==> src/rtl/mult_div_unit_if.sv <==
// Request/response bundle between the multicycle control FSM and the HI/LO
// multiply/divide unit. The control FSM drives the master side.
`timescale 1ns/1ps

interface mult_div_unit_if;
    logic        start_mult;
    logic        start_div;
    logic [31:0] a;
    logic [31:0] b;
    logic [31:0] hi;
    logic [31:0] lo;
    logic        busy;
    logic        done;
    logic        div_zero;

    modport master (
        output start_mult, start_div, a, b,
        input  hi, lo, busy, done, div_zero
    );

    modport slave (
        input  start_mult, start_div, a, b,
        output hi, lo, busy, done, div_zero
    );
endinterface

==> src/rtl/mult_div_unit.sv <==
// Sequential signed 32x32 Booth multiplier / 32/32 restoring divider producing HI/LO.
// Optional fast divide-by-zero exit is enabled with `define MULTDIV_DIVZERO_CHECK_EN.
`timescale 1ns/1ps

module mult_div_unit (
    input  logic            clock,
    input  logic            reset,
    mult_div_unit_if.slave  bus
);

    typedef enum logic [2:0] {
        S_IDLE,
        S_MULT,
        S_DIV,
        S_FIX,
        S_DONE
    } state_t;

    state_t      r_state;
    state_t      w_next;

    logic [4:0]  r_cnt;
    logic [64:0] r_booth;   // {acc, multiplier, q-1}
    logic [31:0] r_mcand;
    logic [31:0] r_rem;
    logic [31:0] r_quo;
    logic [31:0] r_dvs;
    logic        r_neg_q;
    logic        r_neg_r;
    logic [31:0] r_hi;
    logic [31:0] r_lo;
    logic        r_done;
    logic        r_dz;

    logic        w_accept;
    logic        w_go_mult;
    logic        w_go_div;
    logic        w_dz_fast;
    logic        w_last;
    logic [31:0] w_abs_a;
    logic [31:0] w_abs_b;
    logic [32:0] w_acc_ext;
    logic [32:0] w_mc_ext;
    logic [32:0] w_sum;
    logic [64:0] w_booth_nxt;
    logic [32:0] w_shift;
    logic        w_ge;
    logic [31:0] w_diff;
    logic [31:0] w_rem_nxt;
    logic [31:0] w_quo_nxt;

    // New work is only accepted when idle or in the completion cycle; multiply wins ties.
    assign w_accept  = (r_state == S_IDLE) || (r_state == S_DONE);
    assign w_go_mult = w_accept & bus.start_mult;
    assign w_go_div  = w_accept & ~bus.start_mult & bus.start_div;
    assign w_last    = (r_cnt == 5'd31);

`ifdef MULTDIV_DIVZERO_CHECK_EN
    assign w_dz_fast = w_go_div & (bus.b == 32'd0);
`else
    assign w_dz_fast = 1'b0;
`endif

    assign w_abs_a = bus.a[31] ? (32'd0 - bus.a) : bus.a;
    assign w_abs_b = bus.b[31] ? (32'd0 - bus.b) : bus.b;

    // Booth add is done one bit wider so subtracting -2^31 cannot overflow the accumulator.
    assign w_acc_ext = {r_booth[64], r_booth[64:33]};
    assign w_mc_ext  = {r_mcand[31], r_mcand};

    always_comb begin
        w_sum = w_acc_ext;
        case (r_booth[1:0])
            2'b01:   w_sum = w_acc_ext + w_mc_ext;
            2'b10:   w_sum = w_acc_ext - w_mc_ext;
            default: w_sum = w_acc_ext;
        endcase
    end

    assign w_booth_nxt = {w_sum, r_booth[32:1]};

    // Restoring step: shift in the next dividend bit, subtract when it fits.
    assign w_shift   = {r_rem, r_quo[31]};
    assign w_ge      = (w_shift >= {1'b0, r_dvs});
    assign w_diff    = w_shift[31:0] - r_dvs;
    assign w_rem_nxt = w_ge ? w_diff : w_shift[31:0];
    assign w_quo_nxt = {r_quo[30:0], w_ge};

    always_ff @(posedge clock or posedge reset) begin
        if (reset) begin
            r_state <= S_IDLE;
        end else begin
            r_state <= w_next;
        end
    end

    always_comb begin
        w_next = r_state;
        case (r_state)
            S_IDLE, S_DONE: begin
                if (w_go_mult)
                    w_next = S_MULT;
                else if (w_go_div)
                    w_next = w_dz_fast ? S_DONE : S_DIV;
                else
                    w_next = S_IDLE;
            end
            S_MULT:  if (w_last) w_next = S_DONE;
            S_DIV:   if (w_last) w_next = S_FIX;
            S_FIX:   w_next = S_DONE;
            default: w_next = S_IDLE;
        endcase
    end

    always_ff @(posedge clock or posedge reset) begin
        if (reset) begin
            r_cnt   <= 5'd0;
            r_booth <= 65'd0;
            r_mcand <= 32'd0;
            r_rem   <= 32'd0;
            r_quo   <= 32'd0;
            r_dvs   <= 32'd0;
            r_neg_q <= 1'b0;
            r_neg_r <= 1'b0;
            r_hi    <= 32'd0;
            r_lo    <= 32'd0;
            r_done  <= 1'b0;
            r_dz    <= 1'b0;
        end else begin
            r_done <= (w_next == S_DONE);
            r_dz   <= w_dz_fast;
            case (r_state)
                S_IDLE, S_DONE: begin
                    if (w_go_mult) begin
                        r_booth <= {32'd0, bus.a, 1'b0};
                        r_mcand <= bus.b;
                        r_cnt   <= 5'd0;
                    end else if (w_go_div && !w_dz_fast) begin
                        r_rem   <= 32'd0;
                        r_quo   <= w_abs_a;
                        r_dvs   <= w_abs_b;
                        r_neg_q <= bus.a[31] ^ bus.b[31];
                        r_neg_r <= bus.a[31];
                        r_cnt   <= 5'd0;
                    end
                end
                S_MULT: begin
                    r_booth <= w_booth_nxt;
                    r_cnt   <= r_cnt + 5'd1;
                    if (w_last) begin
                        r_hi <= w_booth_nxt[64:33];
                        r_lo <= w_booth_nxt[32:1];
                    end
                end
                S_DIV: begin
                    r_rem <= w_rem_nxt;
                    r_quo <= w_quo_nxt;
                    r_cnt <= r_cnt + 5'd1;
                end
                S_FIX: begin
                    // Truncating division: remainder follows the dividend's sign.
                    r_hi <= r_neg_r ? (32'd0 - r_rem) : r_rem;
                    r_lo <= r_neg_q ? (32'd0 - r_quo) : r_quo;
                end
                default: ;
            endcase
        end
    end

    assign bus.hi       = r_hi;
    assign bus.lo       = r_lo;
    assign bus.busy     = (r_state == S_MULT) || (r_state == S_DIV) || (r_state == S_FIX);
    assign bus.done     = r_done;
    assign bus.div_zero = r_dz;

endmodule

==> src/flat_wrapper.sv <==
// flat-port wrapper written by rule: the top's interface ports become plain ports
module mult_div_unit_flat 
  (clock, reset, bus_start_mult, bus_start_div, bus_a, bus_b, bus_hi, bus_lo, bus_busy, bus_done, bus_div_zero);
  mult_div_unit_if bus_i ();
  input  logic clock;
  input  logic reset;
  input wire logic [$bits(bus_i.start_mult)-1:0] bus_start_mult;
  input wire logic [$bits(bus_i.start_div)-1:0] bus_start_div;
  input wire logic [$bits(bus_i.a)-1:0] bus_a;
  input wire logic [$bits(bus_i.b)-1:0] bus_b;
  output wire logic [$bits(bus_i.hi)-1:0] bus_hi;
  output wire logic [$bits(bus_i.lo)-1:0] bus_lo;
  output wire logic [$bits(bus_i.busy)-1:0] bus_busy;
  output wire logic [$bits(bus_i.done)-1:0] bus_done;
  output wire logic [$bits(bus_i.div_zero)-1:0] bus_div_zero;
  assign bus_i.start_mult = bus_start_mult;
  assign bus_i.start_div = bus_start_div;
  assign bus_i.a = bus_a;
  assign bus_i.b = bus_b;
  assign bus_hi = bus_i.hi;
  assign bus_lo = bus_i.lo;
  assign bus_busy = bus_i.busy;
  assign bus_done = bus_i.done;
  assign bus_div_zero = bus_i.div_zero;
  mult_div_unit u_core (.clock(clock), .reset(reset), .bus(bus_i));
endmodule
==> config.mk <==
export PLATFORM = sky130hd
export DESIGN_NAME = mult_div_unit_flat
export DESIGN_NICKNAME = d
export VERILOG_FILES = /design/src/rtl/mult_div_unit_if.sv /design/src/rtl/mult_div_unit.sv /design/src/flat_wrapper.sv
export SDC_FILE = /design/constraint.sdc
export NUM_CORES = 1
export LEC_CHECK = 0
export CORE_AREA = 2 2 251 253
export CTS_BUF_LIST = sky130_fd_sc_hd__clkbuf_16
export DETAILED_ROUTE_END_ITERATION = 8
export DIE_AREA = 0 0 253 255
export PLACE_DENSITY = 0.42
export SYNTH_ARGS = -nofsm -noshare
export SYNTH_HDL_FRONTEND = slang
export SYNTH_SLANG_ARGS = --single-unit
==> constraint.sdc <==
create_clock -name clock -period 12.35 [get_ports clock]
set_clock_uncertainty 0.05 [all_clocks]
set_input_delay 1.8525 -clock clock [delete_from_list [all_inputs] [get_ports clock]]
set_output_delay 1.8525 -clock clock [all_outputs]
set_load 0.05 [all_outputs]
; ---- Word level (Yosys, flattened, before mapping)
; Index checks and enable logic that the tools add are counted.
[classes]
addsub = 8
eq_ne = 13
bitwise_logic = 6
magnitude_cmp = 1
reduce_logical = 16
muxes = 26
[op_table]
columns = cell, count
row1 = 32-bit two-way mux, 11
row2 = 32-bit one-hot mux with 2 select lines, 4
row3 = 65-bit one-hot mux with 2 select lines, 1
row4 = "1-bit by 32-bit subtractor with 32-bit output, first input constant", 4
row5 = 33-bit one-hot mux with 2 select lines, 1
row6 = 65-bit two-way mux, 1
row7 = 32-bit by 32-bit adder with 33-bit output, 1
row8 = 33-bit by 32-bit >= comparator with 1-bit output, 1
row9 = 32-bit by 32-bit subtractor with 33-bit output, 1
row10 = 32-bit subtractor, 1
row11 = 3-bit one-hot mux with 4 select lines, 1
row12 = 5-bit two-way mux, 2
row13 = 5-bit one-hot mux with 2 select lines, 1
row14 = 3-bit two-way mux, 3
row15 = 2-bit AND reduction, 4
row16 = 2-bit nonzero test, 4
row17 = "3-bit by 2-bit == test with 1-bit output, second input constant", 2
row18 = "3-bit == test, second input constant", 2
row19 = "2-bit by 1-bit inequality test with 1-bit output, second input constant", 3
row20 = 3-bit AND reduction, 2
row21 = "5-bit by 1-bit adder with 5-bit output, second input constant", 1
row22 = "5-bit == test, second input constant", 1
row23 = 2-bit OR reduction, 2
row24 = 1-bit bitwise AND, 3
row25 = other kinds (10), 13
[word_totals]
output_inout_bits = 67
in_bits = 68
regBits = 268

; ---- Longest topological paths before layout
[depth]
depth_word = 8
mapped_depth = 19
mapped_depth_nobuf = 18

; ---- Worst setup path after synthesis
; OpenSTA, ideal clock, no wires.
[synth_path]
kind = in2reg
from = in bus_a[6]
to = reg u_core.r_quo[25]
setup_slack_ns = 8.052
required_time_ns = 12.224
stages = 9
arrival_time_ns = 4.172
path_buffers = 0
cell_sequence = or4_1 or3_4 nand2b_4 nand2b_4 or4_4 o41ai_2 xnor2_1 mux2i_1 o21ai_1
[synth_between]
elab_chain_cells = 5
[synth_lines]
columns = item, line
row1 = "start, declared", flat_wrapper.sv:9  ; input wire logic [$bits(bus_i.a)-1:0] bus_a;
row2 = 1-bit by 32-bit subtractor with 32-bit output, mult_div_unit.sv:64  ; assign w_abs_a = bus.a[31] ? (32'd0 - bus.a) : bus.a;
row3 = 32-bit two-way mux, mult_div_unit.sv:64
row4 = 32-bit two-way mux, mult_div_unit.sv:138  ; end else if (w_go_div && !w_dz_fast) begin
row5 = 32-bit two-way mux, mult_div_unit.sv:134  ; if (w_go_mult) begin
row6 = 32-bit one-hot mux with 2 select lines, mult_div_unit.sv:132  ; case (r_state)
row7 = "end signal, assigned", mult_div_unit.sv:140  ; r_quo <= w_abs_a;
row8 = "end signal, assigned", mult_div_unit.sv:157  ; r_quo <= w_quo_nxt;
row9 = "end, declared", mult_div_unit.sv:26  ; logic [31:0] r_quo;
; No other way between the ends. The select of a mux whose other input is x is not followed.
; A chain may end at the register's enable or synchronous reset.

; ---- Worst setup path after layout
[layout_path]
from = reg u_core.r_mcand[0]
to = reg u_core.r_hi[31] (netlist: u_core.bus.hi[31])
[layout_between]
elab_chain_cells = 4
word_cells_on_any_way = 5
cone_classes = 2 x add/sub / 3 x mux
[layout_lines]
columns = item, line
row1 = "start, declared", mult_div_unit.sv:24  ; logic [31:0] r_mcand;
row2 = "start signal, assigned", mult_div_unit.sv:136  ; r_mcand <= bus.b;
row3 = 32-bit by 32-bit subtractor with 33-bit output or 32-bit by 32-bit adder with 33-bit output (tied branches), "mult_div_unit.sv:75, mult_div_unit.sv:74"
row4 = 33-bit one-hot mux with 2 select lines (*), mult_div_unit.sv:73  ; case (r_booth[1:0])
row5 = 32-bit two-way mux (*), mult_div_unit.sv:150  ; if (w_last) begin
row6 = 32-bit one-hot mux with 2 select lines (*), mult_div_unit.sv:132
row7 = "end signal, assigned", mult_div_unit.sv:151  ; r_hi <= w_booth_nxt[64:33];
row8 = "end signal, assigned", mult_div_unit.sv:162  ; r_hi <= r_neg_r ? (32'd0 - r_rem) : r_rem;
row9 = "end, declared", mult_div_unit.sv:30  ; logic [31:0] r_hi;
; Every way passes the cells marked *; elsewhere a longest branch is shown, timed or not. The select of a mux whose other input is x is not followed.

==> metrics.txt <==
status=completed; CTS Buf Count=37; largest net degree at the start of global routing=roughly 160; Mapped Area=0.0184 mm²; HP Class=reg2reg; CP Class=reg2reg; final hold slack=431 ps; post-synthesis simple-gate area fraction=about a fifth; Final nets=2425; Synth Area in XOR/XNOR=about a tenth; root buf cell=clkbuf_16; Fmax=a little under 200 MHz; Crit path required time=12750 ps; DRC Markers=0; hold depth=2; Yosys top cell area share=36.5%; critical path endpoint category=flip-flop; predominant post-synthesis flop cell=dfrtp_1; Setup TNS Final=0 ps; ranking of synthesized cells by area=dfrtp_1 37%, nand2_1 8.1%, o21ai_0 6.4%, xnor2_1 5.4%, ha_1 4.9%; TritonCTS clock tree=built; initial core utilization=between 20 and 30%; layout cell share with drive strength beyond 1=under 10%; clock buffer depth=3; maximum capacitance violations=0; Cell Pwr Density=336 mW/mm²; syn_nets=between 2000 and 2500; Area Growth Syn to Fin=17.7%; die boundary height=roughly 260 µm; most frequent cells in the layout=395 x nand2_1, 268 x dfrtp_1, 236 x o21ai_0; Core ar.=0.0622 mm²; Crit path max-delay family=simple AND/OR/NAND/NOR gates; Worst slew margin=between 30% and 40%; R2R Setup Slk=7190 ps; proportion of synthesized area in mux cells=5.02%; hold path startpoint=u_core.r_dvs[18]; Final Wtd Congestion=between 0.8 and 0.9; Final Hold Viols=0; CTS sink count=roughly 270; worst-path fanout max=5; DRT Pass-1 Iters=5; Rows=92; Antenna Cells=0; Worst-Margin Slew=approximately 1000 ps; synth warn=0; WL final=between 60 and 70 mm; via/cell ratio=between 5 and 6; slowest cell delay on critical path=approximately 700 ps; main combinational cell family by area after synthesis=compound AO/OA/AOI/OAI gates; insertion delay to the later sink of the worst-skew pair=around 570 ps; period utilisation layout=between 40% and 50%; vias=~17000; Seq cells post-synth=between 200 and 300; Hold Buf Count CTS=0; vias in the first global route=between 15000 and 20000; Min Clock Period, post-route=approximately 5200 ps; synthesized area per cell=a little over 8 µm²; cells on worst reg2reg path=17; Peak supply drop=~130 µV; GRT overflow=0; reg2reg start=u_core.r_mcand[0]; post-detail-place hpwl=48.6 mm; Async S/R FF share, synth=between 90% and 100%; Leak=about 9.4 nW; Slew Limit Fails=0; EDFF count, synth=0; post-CTS sizing=0; die width=~250 µm; Worst Path Arrival=5560 ps; drt wl/cell=21.3 µm; WHS Endpoint=u_core.r_dvs[18]; DRT iter0 DRCs=approximately 1100; most common cell after layout, fill and taps aside=nand2_1; Port Buffers=~130; remaining antenna violation count=0; WP buf/inv=1; crit start category=flip-flop; Max H-tree Level=2; Reg2Reg Capture Point=u_core.bus.hi[31]; Pwr Total=just over 7 mW; initial antenna violation count=1; unrepaired setup endpoints after global routing=no; dominant cell type by area after synthesis=dfrtp_1; post-synthesis adder-cell area fraction=between 5 and 6%; io pins=between 100 and 150; Synth Area in Compound Gates=21.0%; Seq/Total Area, Yosys=between 30% and 40%; Reg clk slew, reported paths=about 60 ps; Post-CTS Setup Bufs=0; Slowest-stage cell, CP=a2111oi_0; Gate Count Post-Synth=about 2200; first-pass GRT wire length=roughly 100 mm; distinct cell type count after synthesis=76; crit-path cells=inv_1 > ha_1 > nor4b_1 > nand2_1 > nor4_1 > nor2_1 > xnor2_1 > ha_1 > and4_1 > o2111a_1 > o21ai_0 > a2111oi_0 > o21ai_0 > a31oi_1 > mux2i_1 > or3_1 > nand3_1; Die Area=around 0.065 mm²; GRT Total Usage=between 20% and 30%; Setup violations, final=0
flip-flops by register name (all words and copies together) (netlist names):
| register | flops |
|---|---|
| u_core.bus.lo | 32 |
| u_core.r_cnt | 5 |
| u_core.r_state | 3 |
| u_core.r_neg_r | 1 |
| u_core.bus.done | 1 |
| u_core.r_rem | 32 |
| u_core.r_dvs | 32 |
| u_core.bus.hi | 32 |
| u_core.r_quo | 32 |
| u_core.r_booth | 65 |
| u_core.r_mcand | 32 |
| u_core.r_neg_q | 1 |
report_power, final:
group / internal, mW / switching, mW / total (mW) / leakage, nW
Sequential: 1.28 / 0.451 / 1.73 / 3.35
Combinational: 1.70 / 2.78 / 4.48 / 5.42
Clock: 0.611 / 0.443 / 1.05 / 0.591
Total: 3.58 / 3.67 / 7.26 / 9.36
metal layers:
| layer | routed length [µm] | track usage [%] | vias to the layer above |
|---|---|---|---|
| li1 | - | - | 7987 |
| met4 | 1200 | 4.41 | 0 |
| met2 | 29700 | 32.3 | 423 |
| met1 | 32300 | 29.7 | 8071 |
| met5 | 0 | 0 | - |
| met3 | 2880 | 2.58 | 64 |
kinds of logic (layout without fill, tap and decap cells):
| logic type | after synthesis | after routing |
|---|---|---|
| AO/OA/AOI/OAI | 618 | 618 |
| XOR/XNOR | 198 | 198 |
| adder cells (fa/ha/maj) | 74 | 74 |
| buffers and inverters | 191 | 290 |
| flip-flops | 268 | 268 |
| multiplexers | 91 | 91 |
| other | 1 | 1 |
| AND/OR/NAND/NOR | 770 | 770 |
synthesized netlist by cell type (all sizes together), types with 4 or more instances:
master     n
a2111oi    4
a211o      4
a211oi    13
a21o      32
a21oi    107
a221o      7
a22o      27
a31o       4
a31oi     46
a32oi      5
and2       8
and3      13
and4       4
buf       17
clkbuf   103
dfrtp    268
ha        72
inv       70
mux2       8
mux2i     83
nand2    398
nand2b    17
nand3     41
nand4     10
nand4b     5
nor2     154
nor2b     13
nor3      28
nor3b      5
nor4      10
nor4b      5
o211a      4
o211ai    12
o21a      10
o21ai    243
o21bai     7
o22ai     13
o31ai     42
o41ai     14
or2        8
or3       28
or4       16
xnor2    113
xor2      85
worst max path at each step:
stage / startpoint / endpoint / depth (start not counted)
2_1_floorplan: reset / u_core.bus.done / 1
4_1_cts: u_core.r_mcand[0] / u_core.bus.hi[31] / 17
6_report: u_core.r_mcand[0] / u_core.bus.hi[31] / 17
5_1_grt: u_core.r_mcand[0] / u_core.bus.hi[31] / 17
3_3_place_gp: u_core.r_mcand[0] / u_core.bus.hi[31] / 17
3_5_place_dp: u_core.r_mcand[0] / u_core.bus.hi[31] / 17
area by class of cell:
type                       instances  area, µm²
clock buffer                      37        926
clock inverter                    29        234
fill                            6512      40600
inverter                          71        274
multi-input combinational       1752      11000
sequential                       268       6710
tap                              799       1000
timing repair buffer             153       1490
metrics by stage:
stage	util [%]	cells	worst slack [ps]	instance area, µm²
finish	34.7	3109	7190	21600
global route	34.7	3109	6790	21600
CTS	34.7	3109	7230	21600
detailed placement	32.9	3043	7260	20400
global placement	32.9	3043	7340	20400
floorplan	-	2211	3070	18400
tightest hold or removal path, delay by kind of cell (launching register included):
| kind | cells | cell delay (ps) |
|---|---|---|
| compound gates | 1 | 60 |
| flops | 1 | 340 |
| simple gates | 1 | 50 |
Power figures use the tool's default switching activity.
==> RTL edit 1, RTL diff (same settings) <==
Build with the macro `MULTDIV_DIVZERO_CHECK_EN` defined.
--- a/src/rtl/mult_div_unit.sv
+++ b/src/rtl/mult_div_unit.sv
@@ -3,2 +3,4 @@
 `timescale 1ns/1ps
+
+`define MULTDIV_DIVZERO_CHECK_EN
 
Formal check against the unedited RTL: not equivalent (Yosys sat finds a counterexample within 4 cycles, from zero or initial values and one cycle with reset high).
==> RTL edit 1 against the original RTL <==
  * Sequential cell count is 1 higher
  * Final area fell by 2.3%
  * Critical path depth down 7
  * Area after synthesis fell by 2.6%
  * Setup slack worse by 0.16 ns
  * Utilization down 0.78 points
  * Total power increased by 0.59%
  * Routed wire length decreased by 5.3%
  * Synthesized cell count fell by 6.7%
  * Clock power shrank 4%
  * Count of clock-buffer cells in the layout did not move
==> RTL edit 1: results <==
group,metric,value,unit
power_and_ir_drop,p_switching,0.00369,W
setup_path,crit_fanout,41,
final_layout,bufAreaShareNonClock,7.07,%
synthesis,netlist_top_cells_count,"nand2_1, dfrtp_1, o21ai_0",
placed_design,place.port_buffers,134,
grt,grt_antenna_before_repair,0,
final_layout,seq_share,31.9,%
final_layout,drive_above_1_share,6.15,%
setup_path,max_stage_delay,0.54,ns
final_layout,multi_input_gates,1617,
route,wl_per_cell,21.1,microns
synthesis,synth-compound-area-share,21.8,%
placed_design,postPlaceCellArea,20000,sq um
timing,relSlewSlack,31.2,%
status,status,"complete, no violations",
placed_design,hpwl,46.3,mm
synthesis,synthXorXnorAreaFrac,9.65,%
grt,grt_pass1_wl,95.2,mm
synthesis,synth_nets,2205,
final_layout,nets,2283,
power_and_ir_drop,powerDensity,346,nW/um^2
final_layout,fill_cells,6373,
final_layout,clock_area_share,5.26,%
route,drtIter0Drc,1122,
final_layout,multi_input_area_share,49.9,%
placed_design,place_ws,6.42,ns
clock_network,numCtsBuffers,36,
placed_design,place_inst,2902,
grt,globalRouteTotalUtil,19.3,%
synthesis,muxShareOfSynthArea,5.55,%
final_layout,area_growth,18.1,%
power_and_ir_drop,power_frac_seq,24.3,%
power_and_ir_drop,p_leak,9.04,nW
setup_path,cpMaxStageDelayCell,"nand2b_2",
final_layout,num-nonclk-buffers,154,
route,drt-total-wl,62.6,mm
grt,grt_max_degree,122,
RTL edit 1: final timing paths:
| check | slack [ns] | cells past startpoint | from | end |
|---|---|---|---|---|
| worst max-delay path | 7.02 | 10 | bus_b[13] | u_core.r_quo[4] |
| worst min-delay path | 0.44 | 2 | u_core.r_dvs[25] | u_core.r_dvs[25] |
| worst max register to register | 7.22 | 15 | u_core.r_mcand[0] | u_core.bus.hi[26] |
| worst min register to register | 0.44 | 2 | u_core.r_dvs[25] | u_core.r_dvs[25] |
| max in group asynchronous | 8.79 | 3 | reset | u_core.r_mcand[20] |
| min in group asynchronous | 1.87 | 2 | reset | u_core.bus.hi[3] |
RTL edit 1: per-layer routing:
layer	track usage [%]	share of wire (%)	up-vias
met2	30.3	45	326
met3	2.71	4.2	74
met5	0	0	-
met4	4.89	2.3	0
li1	-	-	7556
met1	27.9	49	7687
==> RTL edit 2, RTL diff (same flow settings) <==
Made on the original files. Re-encode `state_t` (5 states) as Gray code, 3 bits wide.
--- a/src/rtl/mult_div_unit.sv
+++ b/src/rtl/mult_div_unit.sv
@@ -11,7 +11,7 @@
     typedef enum logic [2:0] {
-        S_IDLE,
-        S_MULT,
-        S_DIV,
-        S_FIX,
-        S_DONE
+        S_IDLE = 3'b000,
+        S_MULT = 3'b001,
+        S_DIV  = 3'b011,
+        S_FIX  = 3'b010,
+        S_DONE = 3'b110
     } state_t;
Formal check against the unedited RTL: no difference found for any inputs over 10 cycles, from zero or initial values and one cycle with reset high; not proved beyond that.
==> RTL edit 2 against the original RTL <==
  * Routed wire length shrank 4.9%
  * Highest routed layer is now met5
  * Area after synthesis shrank 2.5%
  * Sequential cell count is the same
  * Setup slack lost 0.13 ns
  * Die area is the same
  * Final area shrank 2.6%
  * Global-route usage shrank 0.99 points
  * Synthesized cell count shrank 7.0%
  * Cell count shrank 5.1%
  * Count of clock-buffer cells in the layout shrank 2
  * Largest cell class unchanged
  * Total power shrank 2.4%
  * Critical endpoint is now u_core.bus.hi[30]
==> RTL edit 2: results <==
group,metric,value,unit
clock_network,cts-resized-gates,0,
grt,met2_usage,34.1,%
clock_network,clkTransAtPathRegs,0.06,ns
setup_path,reg2reg_to,"u_core.bus.hi[30]",
power_and_ir_drop,p_leak,9.00,nW
power_and_ir_drop,p_clk,0.000978,W
final_layout,nets,2268,
setup_path,crit_arrival,5.70,ns
route,drtIter0Drc,854,
setup_path,cpMaxStageDelayCell,"nor4b_1",
synthesis,ys_warn_count,0,
setup_path,ff2ff_setup_slack,7.06,ns
placed_design,place_ws,6.73,ns
grt,grt_pass1_vias,15700,
grt,grt_pass1_wl,96.5,mm
synthesis,async_flop_share,100,%
synthesis,synth_seq_area_share,37.5,%
final_layout,diodes,0,
grt,globalRouteTotalUtil,19.4,%
grt,grtUsageMet3,2.93,%
grt,grt_util_met1,24.4,%
worst_hold_path,whs_endpoint,"u_core.r_dvs[9]",
grt,grt_max_degree,153,
placed_design,hpwl,45.1,mm
timing,relSlewSlack,29.0,%
final_layout,drive_above_1_share,5.90,%
timing,fmax,189,MHz
synthesis,yosys-top-cells-area,"dfrtp_1, o21ai_0, xor2_1",
setup_path,max_stage_delay,0.80,ns
grt,grt_antenna_before_repair,3,
route,drt-vias-per-instance,5.36,
route,drt-total-wl,62.8,mm
synthesis,netlist_top_cells_count,"o21ai_0, dfrtp_1, nand2_1",
placed_design,place.gp.congestion,0.871,
synthesis,synth_nets,2199,
power_and_ir_drop,ir_worst_vdd,0.146,mV
setup_path,crit_fanout,6,
clock_network,htreeDepth,2,
power_and_ir_drop,switching_share,50.3,%
worst_hold_path,hp-start,"u_core.r_dvs[9]",
setup_path,crit_start,"u_core.r_mcand[2]",
clock_network,clk_latency,0.55,ns
status,status,"complete, no violations",
clock_network,numCtsBuffers,35,
## RTL edit 2: cell types whose count changed after synthesis, sizes merged, moves of 27 or more
cell   change
a22oi     +60
mux2i     -36
a21oi     +27
o21ai     +32
nor2      -33
nand2    -216
a31oi     -34
nand3     +53
## RTL edit 2: through the flow
| stage | hold WS, ns | total power [W] | instance area [sq um] | util, % | instances |
|---|---|---|---|---|---|
| after global routing | 0.463 | 0.00768 | 21000 | 33.8 | 2950 |
| after floorplan | 0.400 | 0.00483 | 17900 | - | 2057 |
| after global placement | 0.413 | 0.00611 | 20000 | 32.1 | 2888 |
| final | 0.430 | 0.00708 | 21000 | 33.8 | 2950 |
| after detailed placement | 0.413 | 0.00612 | 20000 | 32.1 | 2888 |
| after CTS | 0.434 | 0.00716 | 21000 | 33.8 | 2950 |
## RTL edit 2: cells by family after synthesis
group | after synthesis | share of synthesized area [%]
AOI/OAI and AO/OA | 665 | 22.7
xor gates and xnor gates | 200 | 9.79
adders and majority gates | 74 | 5.26
buffers and inverters | 187 | 3.97
DFF | 268 | 37.5
muxes | 81 | 4.77
other | 1 | 0.0210
and+or+nand+nor | 581 | 15.9
## RTL edit 2: critical path, delay by kind of cell (launching register included)
kind	cells	cell delay (ns)
flops	1	0.45
fa+ha+maj	1	0.32
xor+xnor	1	0.21
simple gates	9	2.97
compound gates	6	1.19
## RTL edit 2: per-layer routing
layer	vias to the layer above	wire [microns]
li1	7617	-
met1	7744	27300
met2	360	30900
met3	96	2610
met4	6	1890
met5	-	38
## RTL edit 2: cell type report
type,instances,area (sq um)
inverters,66,255
flip-flops and latches,268,6710
clock inverters,27,179
fillers,6482,41100
clock buffers,35,876
repair buffers,153,1490
well taps,799,1000
multi-input cells,1602,10500
